[src/rtl/dvp_capture_ctrl_if.sv]
// DVP camera pins in, qualified byte stream out.
// The capture controller takes the slave side.
interface dvp_capture_ctrl_if #(
    parameter int WIDTH  = 10,
    parameter int HEIGHT = 16,
    parameter int BPP    = 3
);
    localparam int PW = (BPP > 1) ? $clog2(BPP) : 1;
    localparam int XW = (WIDTH > 1) ? $clog2(WIDTH) : 1;
    localparam int YW = (HEIGHT > 1) ? $clog2(HEIGHT) : 1;

    logic          vsync;
    logic          href;
    logic [7:0]    data;
    logic          byte_valid;
    logic [7:0]    data_q;
    logic [PW-1:0] pix_phase;
    logic          pix_last;
    logic [XW-1:0] pix_x;
    logic [YW-1:0] pix_y;

    modport master (
        output vsync, href, data,
        input  byte_valid, data_q, pix_phase,
        input  pix_last, pix_x, pix_y
    );

    modport slave (
        input  vsync, href, data,
        output byte_valid, data_q, pix_phase,
        output pix_last, pix_x, pix_y
    );
endinterface

[src/rtl/dvp_capture_ctrl.sv]
// DVP frame-capture sequencer: arms on start, locks to the next
// full frame, qualifies bytes and checks line/frame geometry.
module dvp_capture_ctrl #(
    parameter int WIDTH  = 10,
    parameter int HEIGHT = 16,
    parameter int BPP    = 3
) (
    input  logic               clk,
    input  logic               rst,
    dvp_capture_ctrl_if.slave  dvp,
    input  logic               start,
    input  logic               continuous,
    input  logic               stop,
    output logic               frame_start,
    output logic               frame_done,
    output logic               line_err,
    output logic               frame_err,
    output logic               busy
);
    localparam int PW = (BPP > 1) ? $clog2(BPP) : 1;
    localparam int XW = (WIDTH > 1) ? $clog2(WIDTH) : 1;
    localparam int YW = (HEIGHT > 1) ? $clog2(HEIGHT) : 1;
    localparam int LB = WIDTH * BPP;
    localparam int BW = $clog2(LB + 1);
    localparam int LW = $clog2(HEIGHT + 1);

    localparam logic [BW-1:0] LB_C   = BW'(LB);
    localparam logic [LW-1:0] H_C    = LW'(HEIGHT);
    localparam logic [LW-1:0] HL_C   = LW'(HEIGHT - 1);
    localparam logic [PW-1:0] PLAST  = PW'(BPP - 1);

    typedef enum logic [1:0] {
        IDLE,
        SYNC,
        VBLANK,
        ACTIVE
    } state_t;

    state_t        state;
    logic          vs_q;
    logic          hr_q;
    logic          cont_q;
    logic          stop_pend;
    logic [BW-1:0] byte_cnt;
    logic [PW-1:0] ph_cnt;
    logic [XW-1:0] x_cnt;
    logic [LW-1:0] line_cnt;

    logic vs_rise;
    logic vs_fall;
    logic hr_fall;
    logic in_frame;
    logic sample;
    logic take;
    logic line_end;
    logic halt;

    assign vs_rise  = dvp.vsync & ~vs_q;
    assign vs_fall  = ~dvp.vsync & vs_q;
    assign hr_fall  = ~dvp.href & hr_q;
    assign in_frame = line_cnt < H_C;
    assign halt     = stop | stop_pend;

    // The frame-ending vsync edge wins over a byte in the same cycle.
    assign sample   = (state == ACTIVE) && dvp.href
                      && in_frame && !vs_rise;
    assign take     = sample && (byte_cnt < LB_C);
    assign line_end = (state == ACTIVE) && hr_fall && in_frame;

    always_ff @(posedge clk) begin
        if (rst) begin
            state          <= IDLE;
            vs_q           <= 1'b0;
            hr_q           <= 1'b0;
            cont_q         <= 1'b0;
            stop_pend      <= 1'b0;
            byte_cnt       <= '0;
            ph_cnt         <= '0;
            x_cnt          <= '0;
            line_cnt       <= '0;
            dvp.byte_valid <= 1'b0;
            dvp.data_q     <= '0;
            dvp.pix_phase  <= '0;
            dvp.pix_last   <= 1'b0;
            dvp.pix_x      <= '0;
            dvp.pix_y      <= '0;
            frame_start    <= 1'b0;
            frame_done     <= 1'b0;
            line_err       <= 1'b0;
            frame_err      <= 1'b0;
            busy           <= 1'b0;
        end else begin
            vs_q           <= dvp.vsync;
            hr_q           <= dvp.href;
            dvp.data_q     <= dvp.data;
            dvp.byte_valid <= take;
            dvp.pix_last   <= take && (ph_cnt == PLAST);
            frame_start    <= take && (line_cnt == '0)
                              && (byte_cnt == '0);
            frame_done     <= 1'b0;

            if (take) begin
                dvp.pix_phase <= ph_cnt;
                dvp.pix_x     <= x_cnt;
                dvp.pix_y     <= line_cnt[YW-1:0];
                byte_cnt      <= byte_cnt + BW'(1);
                if (ph_cnt == PLAST) begin
                    ph_cnt <= '0;
                    x_cnt  <= x_cnt + XW'(1);
                end else begin
                    ph_cnt <= ph_cnt + PW'(1);
                end
            end

            if (state != IDLE && stop) begin
                stop_pend <= 1'b1;
            end

            unique case (state)
                IDLE: begin
                    if (start) begin
                        state     <= SYNC;
                        busy      <= 1'b1;
                        cont_q    <= continuous & ~stop;
                        stop_pend <= 1'b0;
                        line_err  <= 1'b0;
                        frame_err <= 1'b0;
                    end
                end
                SYNC: begin
                    if (halt) begin
                        state <= IDLE;
                        busy  <= 1'b0;
                    end else if (vs_rise) begin
                        state <= VBLANK;
                    end
                end
                VBLANK: begin
                    if (halt) begin
                        state <= IDLE;
                        busy  <= 1'b0;
                    end else if (vs_fall) begin
                        state    <= ACTIVE;
                        line_cnt <= '0;
                        byte_cnt <= '0;
                        ph_cnt   <= '0;
                        x_cnt    <= '0;
                    end
                end
                ACTIVE: begin
                    if (line_end) begin
                        if (byte_cnt != LB_C) begin
                            line_err <= 1'b1;
                        end
                        byte_cnt <= '0;
                        ph_cnt   <= '0;
                        x_cnt    <= '0;
                        line_cnt <= line_cnt + LW'(1);
                        if (line_cnt == HL_C) begin
                            frame_done <= 1'b1;
                            if (cont_q && !halt) begin
                                state <= VBLANK;
                            end else begin
                                state <= IDLE;
                                busy  <= 1'b0;
                            end
                        end
                    end else if (vs_rise && in_frame) begin
                        frame_err <= 1'b1;
                        if (cont_q && !halt) begin
                            state <= VBLANK;
                        end else begin
                            state <= IDLE;
                            busy  <= 1'b0;
                        end
                    end
                end
                default: begin
                    state <= IDLE;
                    busy  <= 1'b0;
                end
            endcase
        end
    end
endmodule

[src/flat_wrapper.sv]
// flat-port wrapper written by rule: the top's interface ports become plain ports
module dvp_capture_ctrl_flat 
#(
    parameter int WIDTH  = 10,
    parameter int HEIGHT = 16,
    parameter int BPP    = 3
)
  (clk, rst, start, continuous, stop, frame_start, frame_done, line_err, frame_err, busy, dvp_vsync, dvp_href, dvp_data, dvp_byte_valid, dvp_data_q, dvp_pix_phase, dvp_pix_last, dvp_pix_x, dvp_pix_y);
  dvp_capture_ctrl_if #(.WIDTH(WIDTH), .HEIGHT(HEIGHT), .BPP(BPP)) dvp_i ();
  input  logic clk;
  input  logic rst;
  input  logic start;
  input  logic continuous;
  input  logic stop;
  output logic frame_start;
  output logic frame_done;
  output logic line_err;
  output logic frame_err;
  output logic busy;
  input wire logic [$bits(dvp_i.vsync)-1:0] dvp_vsync;
  input wire logic [$bits(dvp_i.href)-1:0] dvp_href;
  input wire logic [$bits(dvp_i.data)-1:0] dvp_data;
  output wire logic [$bits(dvp_i.byte_valid)-1:0] dvp_byte_valid;
  output wire logic [$bits(dvp_i.data_q)-1:0] dvp_data_q;
  output wire logic [$bits(dvp_i.pix_phase)-1:0] dvp_pix_phase;
  output wire logic [$bits(dvp_i.pix_last)-1:0] dvp_pix_last;
  output wire logic [$bits(dvp_i.pix_x)-1:0] dvp_pix_x;
  output wire logic [$bits(dvp_i.pix_y)-1:0] dvp_pix_y;
  assign dvp_i.vsync = dvp_vsync;
  assign dvp_i.href = dvp_href;
  assign dvp_i.data = dvp_data;
  assign dvp_byte_valid = dvp_i.byte_valid;
  assign dvp_data_q = dvp_i.data_q;
  assign dvp_pix_phase = dvp_i.pix_phase;
  assign dvp_pix_last = dvp_i.pix_last;
  assign dvp_pix_x = dvp_i.pix_x;
  assign dvp_pix_y = dvp_i.pix_y;
  dvp_capture_ctrl #(.WIDTH(WIDTH), .HEIGHT(HEIGHT), .BPP(BPP)) u_core (.clk(clk), .rst(rst), .dvp(dvp_i), .start(start), .continuous(continuous), .stop(stop), .frame_start(frame_start), .frame_done(frame_done), .line_err(line_err), .frame_err(frame_err), .busy(busy));
endmodule
[config.mk]
export PLATFORM = sky130hd
export DESIGN_NAME = dvp_capture_ctrl_flat
export DESIGN_NICKNAME = d
export VERILOG_FILES = /design/src/rtl/dvp_capture_ctrl_if.sv /design/src/rtl/dvp_capture_ctrl.sv /design/src/flat_wrapper.sv
export SDC_FILE = /design/constraint.sdc
export NUM_CORES = 1
export LEC_CHECK = 0
export ABC_AREA = 1
export ABC_CLOCK_PERIOD_IN_PS = 2020
export CAP_MARGIN = 20
export CORE_MARGIN = 2
export CORE_UTILIZATION = 28
export CTS_BUF_LIST = sky130_fd_sc_hd__clkbuf_8 sky130_fd_sc_hd__clkbuf_16
export DETAILED_ROUTE_END_ITERATION = 12
export PLACE_DENSITY = 0.45
export SYNTH_ARGS = -nofsm -noshare
export SYNTH_HDL_FRONTEND = slang
export SYNTH_SLANG_ARGS = --single-unit
export TNS_END_PERCENT = 20
[constraint.sdc]
create_clock -name clk -period 2.02 [get_ports clk]
set_clock_uncertainty 0.15 [all_clocks]
set_input_delay 0.202 -clock clk [delete_from_list [all_inputs] [get_ports clk]]
set_output_delay 0.202 -clock clk [all_outputs]
set_load 0.02 [all_outputs]
; ---- Word-level counts from Yosys, hierarchy flattened
; Cells that the tools add are included.
[classes]
addsub = 4
magnitude_cmp = 2
eq_ne = 18
muxes = 49
bitwise = 11
reduce_logical = 28
[op_table]
columns = operator, n
row1 = 5-bit 2-to-1 mux, 7
row2 = 2-bit 2-to-1 mux, 14
row3 = 4-bit 2-to-1 mux, 5
row4 = 5-bit one-hot mux with 2 select lines, 2
row5 = 4-bit AND reduction, 4
row6 = 1-bit 2-to-1 mux, 15
row7 = 1-bit logical AND, 12
row8 = "5-bit by 1-bit adder with 5-bit output, second input constant", 2
row9 = 5-bit zero test, 2
row10 = "5-bit < comparator, second input constant", 2
row11 = "2-bit inequality test, second input constant", 5
row12 = 2-bit one-hot mux with 4 select lines, 1
row13 = 4-bit one-hot mux with 2 select lines, 1
row14 = "2-bit == test, second input constant", 3
row15 = "2-bit by 1-bit inequality test with 1-bit output, second input constant", 3
row16 = "3-bit by 1-bit inequality test with 1-bit output, second input constant", 2
row17 = 1-bit inverter, 6
row18 = 2-bit nonzero test, 3
row19 = "5-bit by 4-bit == test with 1-bit output, second input constant", 1
row20 = "5-bit inequality test, second input constant", 1
row21 = 5-bit AND reduction, 1
row22 = "4-bit by 1-bit adder with 4-bit output, second input constant", 1
row23 = 1-bit bitwise AND, 4
row24 = 1-bit one-hot mux with 2 select lines, 2
row25 = 12 further kinds, 13
[totals]
register_bits = 47
in_bits = 15
word_cells = 132

; ---- Depth between registers and ports, before layout
; Gate-level depths: netlist of the first run.
[logic_depth]
word_depth = 9
mapped_depth = 12
mapped_depth_nobuf = 12

; ---- Worst setup path before layout of the first run
; Ideal clock, no wire load.
[synth_timing]
path_kind = register to register
start = register u_core.line_cnt[0]
end = register u_core.state[0]
arrival_time_ns = 1.284
t_required_ns = 1.806
path_slack_ns = 0.523
path_stages_with_launch = 13
path_buffers = 0
path_cell_list = dfxtp_1 -> ha_1 -> nand2_1 -> nor2_1 -> ha_1 -> inv_1 -> nand2_1 -> nand2_1 -> nor2_4 -> nand2_1 -> nand2_1 -> inv_1 -> nor2_1
[synth_between]
elab_chain_cells = 4
elab_cells_between_ends = 9
classes_between = order compare (1) / eq/ne (3) / mux (2) / reduce/logical (3)
[synth_rtl]
columns = item, line
row1 = "start, declared", dvp_capture_ctrl.sv:47  ; logic [LW-1:0] line_cnt;
row2 = "start signal, assigned", dvp_capture_ctrl.sv:158  ; line_cnt <= line_cnt + LW'(1);
row3 = 5-bit < comparator, dvp_capture_ctrl.sv:61  ; assign in_frame = line_cnt < H_C;
row4 = 1-bit logical AND (on tied branches), "dvp_capture_ctrl.sv:68, dvp_capture_ctrl.sv:168"
row5 = "3-bit inequality test (no source line), or another cell as far along", --
row6 = 5-bit AND reduction (no source line) or 2-bit one-hot mux with 4 select lines (tied branches), --
row7 = "end signal, assigned", dvp_capture_ctrl.sv:72  ; state <= IDLE;
row8 = "end signal, assigned", dvp_capture_ctrl.sv:122  ; state <= SYNC;
row9 = "end signal, assigned", dvp_capture_ctrl.sv:132  ; state <= IDLE;
row10 = "end, declared", dvp_capture_ctrl.sv:39  ; state_t state;
; Several ways; a longest one is shown, not always the timed one.
; A chain may end at the register's enable or synchronous reset.

; ---- Final worst setup path of the first run
[layout_timing]
start = register u_core.state[0]
end = register u_core.line_cnt[4]
[layout_between]
elab_chain_cells = 5
elab_cells_between_ends = 10
classes_between = eq/ne (5) / mux (1) / reduce/logical (4)
[layout_rtl]
columns = item, line
row1 = 2-bit == test, "dvp_capture_ctrl.sv:68, dvp_capture_ctrl.sv:119"
row2 = 1-bit logical AND (2 in a row), dvp_capture_ctrl.sv:68  ; assign line_end = (state == ACTIVE) && hr_fall && in_frame;
row3 = 2-bit by 1-bit inequality test with 1-bit output (no source line), --
row4 = 4-bit AND reduction (no source line), --
; Several ways; a longest one is shown, not always the timed one.

==> impl_results.md, run 1 <==
- Status: finished, final reports clean
- Top cell type's share of synthesized area: 43.1%
- Grt ovf: 0
- Hold path start: dvp_data[0]
- Adder-Cell Fraction of Synth Area: 6.31%
- Syn nets: 313
- Clock Sinks: 47
- RSZ-0062 raised after global routing: no
- VDD IR max: 0.000294 V
- Post-CTS Setup Inserts: 0
- Ant. Diodes: 0
- Synth Flop Type: dfxtp_1
- Worst Setup SP: u_core.state[0]$_SDFFE_PP0P_
- Slew @ Worst Pin: 0.444 ns
- Post-Synth XOR/XNOR Area: 3.21%
- Hold buffers post-CTS: 0
- Total track usage: 11.7%
- Die width: 92.3 µm
- CTS root buffer: clkbuf_8
- # rows: 32
- Cell count after synthesis: 287
- Yosys reg bits: 47
- Most numerous cell in the Yosys netlist: nand2_1
- Relative slew slack: 70.3%
- Drt total wl: 4770 µm
- Synth cell types: 32
- Final Max Tran Viols: 0
- Max-cap viol count: 0
- Compound-gate portion of the synthesized area: 8.83%
- Initial DRC Count: 48
- # DRC: 0
- Clock transition at path regs: 0.09 ns
- P&R area growth vs syn: 26.5%
- Synth warn: 0
- Post-synth top cells: nand2_1 (50), nor2_1 (49), dfxtp_1 (47)
- Vias post-DR: 1823
- Mux share of post-synthesis cell area: 0%
- Tmin final: 1.72 ns
- RR Startpoint: u_core.state[0]$_SDFFE_PP0P_
- Worst min-delay path class: primary input to flop
- Top-Level Pins: 40
- First-pass GRT wire length: 7980 µm
- Longest Clk Path Bufs: 2
- Crit path kind: flop to flop
- Initial antenna violation count: 0
- PortBufs: 39
- Seq pwr share: 45.1%
- CP required: 2.10 ns
- Final setup fails: 0
- Routability Congestion: 0.800
- Setup crit start kind: flop
- # H-tree levels: 2
- Mapped Area: 2180 µm²
- Ranking of synthesized cells by area: dfxtp_1 (43%), nand2_1 (8.6%), nor2_1 (8.4%)
- Crit share post-route: 85.4%
- Ratio of cells with drive above 1 in the final layout: 9.39%
- P per Cell Area: 844 nW/µm²
- Largest area contributor in the netlist: dfxtp_1
- Hold Slack: 0.250 ns
- CTS Buf Count: 5
- Lkg Pwr: 1.13 nW
- Vias in the first global route: 1718
- NetSw: 803 µW
- Setup total negative slack: 0 ns
- Final ANT Viol Nets: 0
- Combinational power share: 29.3%
- Die height: 92.3 µm
- Post-DP HPWL: 3490 µm
- Initial Utilization: 28.5%
- CP Max Fanout: 10
- Drt pass-1 iters: 4
- Fmax: 580 MHz
- Largest family of logic cells by synthesized area: simple AND/OR/NAND/NOR gates
- DR vias/cell: 4.22
- Design internal power: 1.53 mW
- Sw Share: 34.5%
- Avg WL per Cell: 11.0 µm
- Share of the yosys chip area belonging to registers: 43.1%
- Post-synth EDFFs: 0
- CP endpoint kind: flop
- Critical Path AT: 1.81 ns
- Core ar.: 7650 µm²
- Worst-Skew Late Latency: 0.30 ns
- # nets final: 355
- Largest net degree at the start of global routing: 24
- # resized after CTS: 0
- Ys async rst share: 0%
- Post-Synth Simple-Gate Area: 28.7%
- Clock share of power: 25.5%
- TritonCTS clock tree: yes
- Final Hold Vio Count: 0
- Avg Synthesized Cell Area: 7.60 µm²
- Die area: 8520 µm²
## registers in the layout, indices dropped and copies added (netlist names)
signal	cells
u_core.line_cnt	5
u_core.vs_q	1
u_core.dvp.byte_valid	1
u_core.hr_q	1
u_core.frame_done	1
u_core.cont_q	1
u_core.stop_pend	1
u_core.busy	1
u_core.x_cnt	4
u_core.dvp.pix_x	4
u_core.frame_start	1
u_core.dvp.pix_y	4
u_core.ph_cnt	2
u_core.dvp.pix_last	1
u_core.byte_cnt	5
u_core.frame_err	1
u_core.dvp.data_q	8
u_core.line_err	1
u_core.dvp.pix_phase	2
u_core.state	2
## per-stage QoR
step / power, mW / cells / utilization, % / setup slack, ns / cell area, µm²
floorplan: 1.54 / 287 / - / 0.523 / 2180
global placement: 1.77 / 424 / 34.9 / 0.147 / 2670
detailed placement: 1.76 / 424 / 34.9 / 0.124 / 2670
CTS: 2.37 / 432 / 36.1 / 0.260 / 2760
global route: 2.50 / 432 / 36.1 / 0.101 / 2760
finish: 2.33 / 432 / 36.1 / 0.295 / 2760
## routing by layer
layer,GRT usage [%],routed length (µm)
met1,14.4,2300
met3,2.47,132
met2,20.4,2280
met4,3.36,52
met5,0,0
## cell type report
type | instances | area, µm²
fillers | 801 | 4890
multi-input cells | 191 | 1030
flip-flops and latches | 47 | 941
repair buffers | 42 | 413
inverters | 42 | 163
well taps | 102 | 128
clock buffers | 5 | 68.8
clock inverters | 3 | 22.5
## critical path, cell delays in order, from the launching register on
cell and delay (ns):
dfxtp_1 0.34, ha_1 0.21, buf_4 0.19, nand2_4 0.08, nor2_4 0.04, nor2_4 0.11
inv_2 0.05, o21ai_2 0.09, nand2_2 0.20, o21ai_1 0.18
## layout by cell type, fill, tap and decap left out, types with 2 or more instances in the layout
master           count
a21oi_1             12
a31oi_1              2
buf_4                3
clkbuf_8             5
clkdlybuf4s50_1     39
dfxtp_1             47
ha_1                11
inv_1               37
inv_2                2
inv_4                2
nand2_1             50
nand2_4              2
nand3_1             15
nand4_1              2
nor2_1              49
nor2_2               5
nor2_4               5
nor3_1               2
o21ai_0              9
o21ai_1             10
xnor2_1              2
xor2_1               6
## cell families after synthesis
family / Yosys count
fa+ha+maj: 11
xor+xnor: 8
compound gates: 36
flops: 47
buf+inv: 49
simple gates: 136
## power groups by stage
stage / Combinational, mW / Sequential (mW) / Clock, mW
finish: 0.683 / 1.05 / 0.595
global route: 0.775 / 1.07 / 0.660
CTS: 0.690 / 1.05 / 0.625
detailed placement: 0.688 / 1.07 / 0
global placement: 0.692 / 1.08 / 0
floorplan: 0.430 / 1.11 / 0
## worst paths after layout
check | to | slack (ns) | cells after the start
worst max-delay path | u_core.line_cnt[4]$_SDFFE_PP0P_ | 0.30 | 9
worst min-delay path | u_core.dvp.data_q[0]$_SDFF_PP0_ | 0.25 | 3
worst max register to register | u_core.line_cnt[4]$_SDFFE_PP0P_ | 0.30 | 9
worst min register to register | u_core.line_err$_SDFFE_PP0P_ | 0.33 | 2
(Power assumes the default switching activity.)
==> run 2, diff against run 1 <==
Settings changed: HOLD_SLACK_MARGIN from default to 0.02.
==> results of run 2 <==
Same layout as run 1: the final DEF is identical, and so are final timing and power.
==> run 3, diff against run 2 <==
Settings changed: CORE_MARGIN 2 to 3, PLACE_DENSITY 0.45 to 0.58.
==> run 3 against run 2 <==
Against the previous run:
- via count rose by 1.1%
- register-to-register slack about the same
- clock-buffer cell count did not move
- total power down 0.53%
- sequential share of layout area is essentially flat
- combinational power down 0.9%
- final area is 0.14% higher
- maximum frequency rose by 0.32%
==> impl_results.md, run 3 (same netlist as run 1, synthesis figures left out) <==
- Status: finished, final reports clean
- Drt pass-1 iters: 6
- Tmin final: 1.72 ns
- Largest net degree at the start of global routing: 24
- Routability Congestion: 0.810
- Placed instance area: 2670 µm²
- Vias post-DR: 1843
- P per Cell Area: 838 nW/µm²
- Vias in the first global route: 1870
- TritonCTS clock tree: yes
- Most frequent cells in the layout: nand2_1 (50), nor2_1 (49), dfxtp_1 (47), clkdlybuf4s50_1 (39), inv_1 (37)
- Placed cell count: 422
- Longest Clk Path Bufs: 2
- Clock transition at path regs: 0.10 ns
- Core ar.: 7410 µm²
- # rows: 31
- CTS root buffer: clkbuf_8
- Die width: 94.3 µm
- Crit-path cells: ha_1 -> buf_4 -> inv_4 -> nor2_2 -> o21ai_2 -> nand2_2 -> o21ai_1
- Clock Sinks: 47
- Die height: 94.3 µm
- Crit-path slowest cell: dfxtp_1
- Setup total negative slack: 0 ns
- # DRC: 0
- First-pass GRT wire length: 8100 µm
- Critical Path Stages: 7
- Final cell count without fillers: 430
- Die area: 8890 µm²
- # H-tree levels: 2
- Post-layout util: 37.3%
- Max reg flops: 8
- Hold buffers post-CTS: 0
- CP required: 2.10 ns
- Max-cap viol count: 0
- Total track usage: 11.4%
- CP endpoint kind: flop
- Grt met1 use: 13.7%
- Cells on worst reg2reg path: 7
- Lkg Pwr: 1.14 nW
- Filler cell count: 788
- RSZ-0062 raised after global routing: no
- Buffer and inverter count on the worst path: 2
- # resized after CTS: 0
- GR Util met3: 3.13%
- Hold depth: 3
- Setup crit start kind: flop
- Crit path kind: flop to flop
- Top-Level Pins: 40
- Final Cell Area: 2770 µm²
- Post-CTS Setup Inserts: 0
- PortBufs: 39
- Worst min-delay path class: primary input to flop
- Commonest non-fill, non-tap cell in the layout: nand2_1
- Final Max Tran Viols: 0
- Final Hold Vio Count: 0
- Regs by FF count: u_core.dvp.data_q: 8 flops, u_core.byte_cnt: 5 flops, u_core.line_cnt: 5 flops
- Ratio of cells with drive above 1 in the final layout: 9.67%
- # nets final: 356
- CP Max Fanout: 10
- Initial Utilization: 29.5%
- DR vias/cell: 4.29
- Critical path's top delay family: compound AO/OA/AOI/OAI gates
- Global route hottest layer: met2
- M2 GR Usage: 19.4%
- Initial antenna violation count: 0
- CP max stage delay: 0.34 ns
- Relative slew slack: 69.9%
- P&R area growth vs syn: 26.7%
- Crit share post-route: 85.1%
- Ant. Diodes: 0
- Fmax: 582 MHz
- Slew @ Worst Pin: 0.451 ns
- Critical Path AT: 1.80 ns
- Top reg by flops: u_core.dvp.data_q
- Initial DRC Count: 54
- Worst-Skew Late Latency: 0.31 ns
- Avg WL per Cell: 10.8 µm
- Post-DP HPWL: 3480 µm
- Final ANT Viol Nets: 0
- Grt ovf: 0
- CTS Buf Count: 5
- Hold Slack: 0.243 ns
- Drt total wl: 4630 µm
- VDD IR max: 0.000312 V
- Final setup fails: 0
==> run 3: worst register-to-register path: stages, from the launching register on <==
cell	delay, ns
dfxtp_1	0.34
ha_1	0.24
buf_4	0.18
inv_4	0.10
nor2_2	0.06
o21ai_2	0.23
nand2_2	0.20
o21ai_1	0.16
==> run 3: layer usage <==
metal | wire (µm) | vias up
li1 | - | 982
met1 | 2190 | 833
met2 | 2210 | 23
met3 | 180 | 5
met4 | 55 | 0
met5 | 0 | -
==> run 3: report_power, final <==
part | leakage (nW) | switching, mW | internal, mW | total [mW]
clock network | 0.0485 | 0.341 | 0.249 | 0.590
logic | 0.705 | 0.398 | 0.279 | 0.677
registers | 0.383 | 0.0500 | 1.00 | 1.05
==> run 3: layout make-up <==
cell class | count | area, µm² | share of cell area (%)
Tap cell | 99 | 124 | 4.48
Multi-Input combinational cell | 191 | 1030 | 37.1
Timing Repair Buffer | 43 | 420 | 15.2
Clock inverter | 3 | 22.5 | 0.814
Inverter | 42 | 163 | 5.88
Clock buffer | 5 | 68.8 | 2.49
Sequential cell | 47 | 941 | 34.0
==> run 3: worst paths after layout <==
path | end | slack (ns) | startpoint
worst min register to register | u_core.dvp.pix_phase[0]$_SDFFE_PP0N_ | 0.32 | u_core.dvp.pix_phase[0]$_SDFFE_PP0N_
worst min-delay path | u_core.dvp.data_q[2]$_SDFF_PP0_ | 0.24 | dvp_data[2]
worst max-delay path | u_core.line_cnt[1]$_SDFFE_PP0P_ | 0.30 | u_core.state[0]$_SDFFE_PP0P_
worst max register to register | u_core.line_cnt[1]$_SDFFE_PP0P_ | 0.30 | u_core.state[0]$_SDFFE_PP0P_
==> run 3: metrics by stage <==
step | setup slack, ns | power (mW)
2_1_floorplan | 0.523 | 1.54
3_3_place_gp | 0.204 | 1.75
3_5_place_dp | 0.180 | 1.75
4_1_cts | 0.291 | 2.36
5_1_grt | 0.118 | 2.48
6_report | 0.300 | 2.32
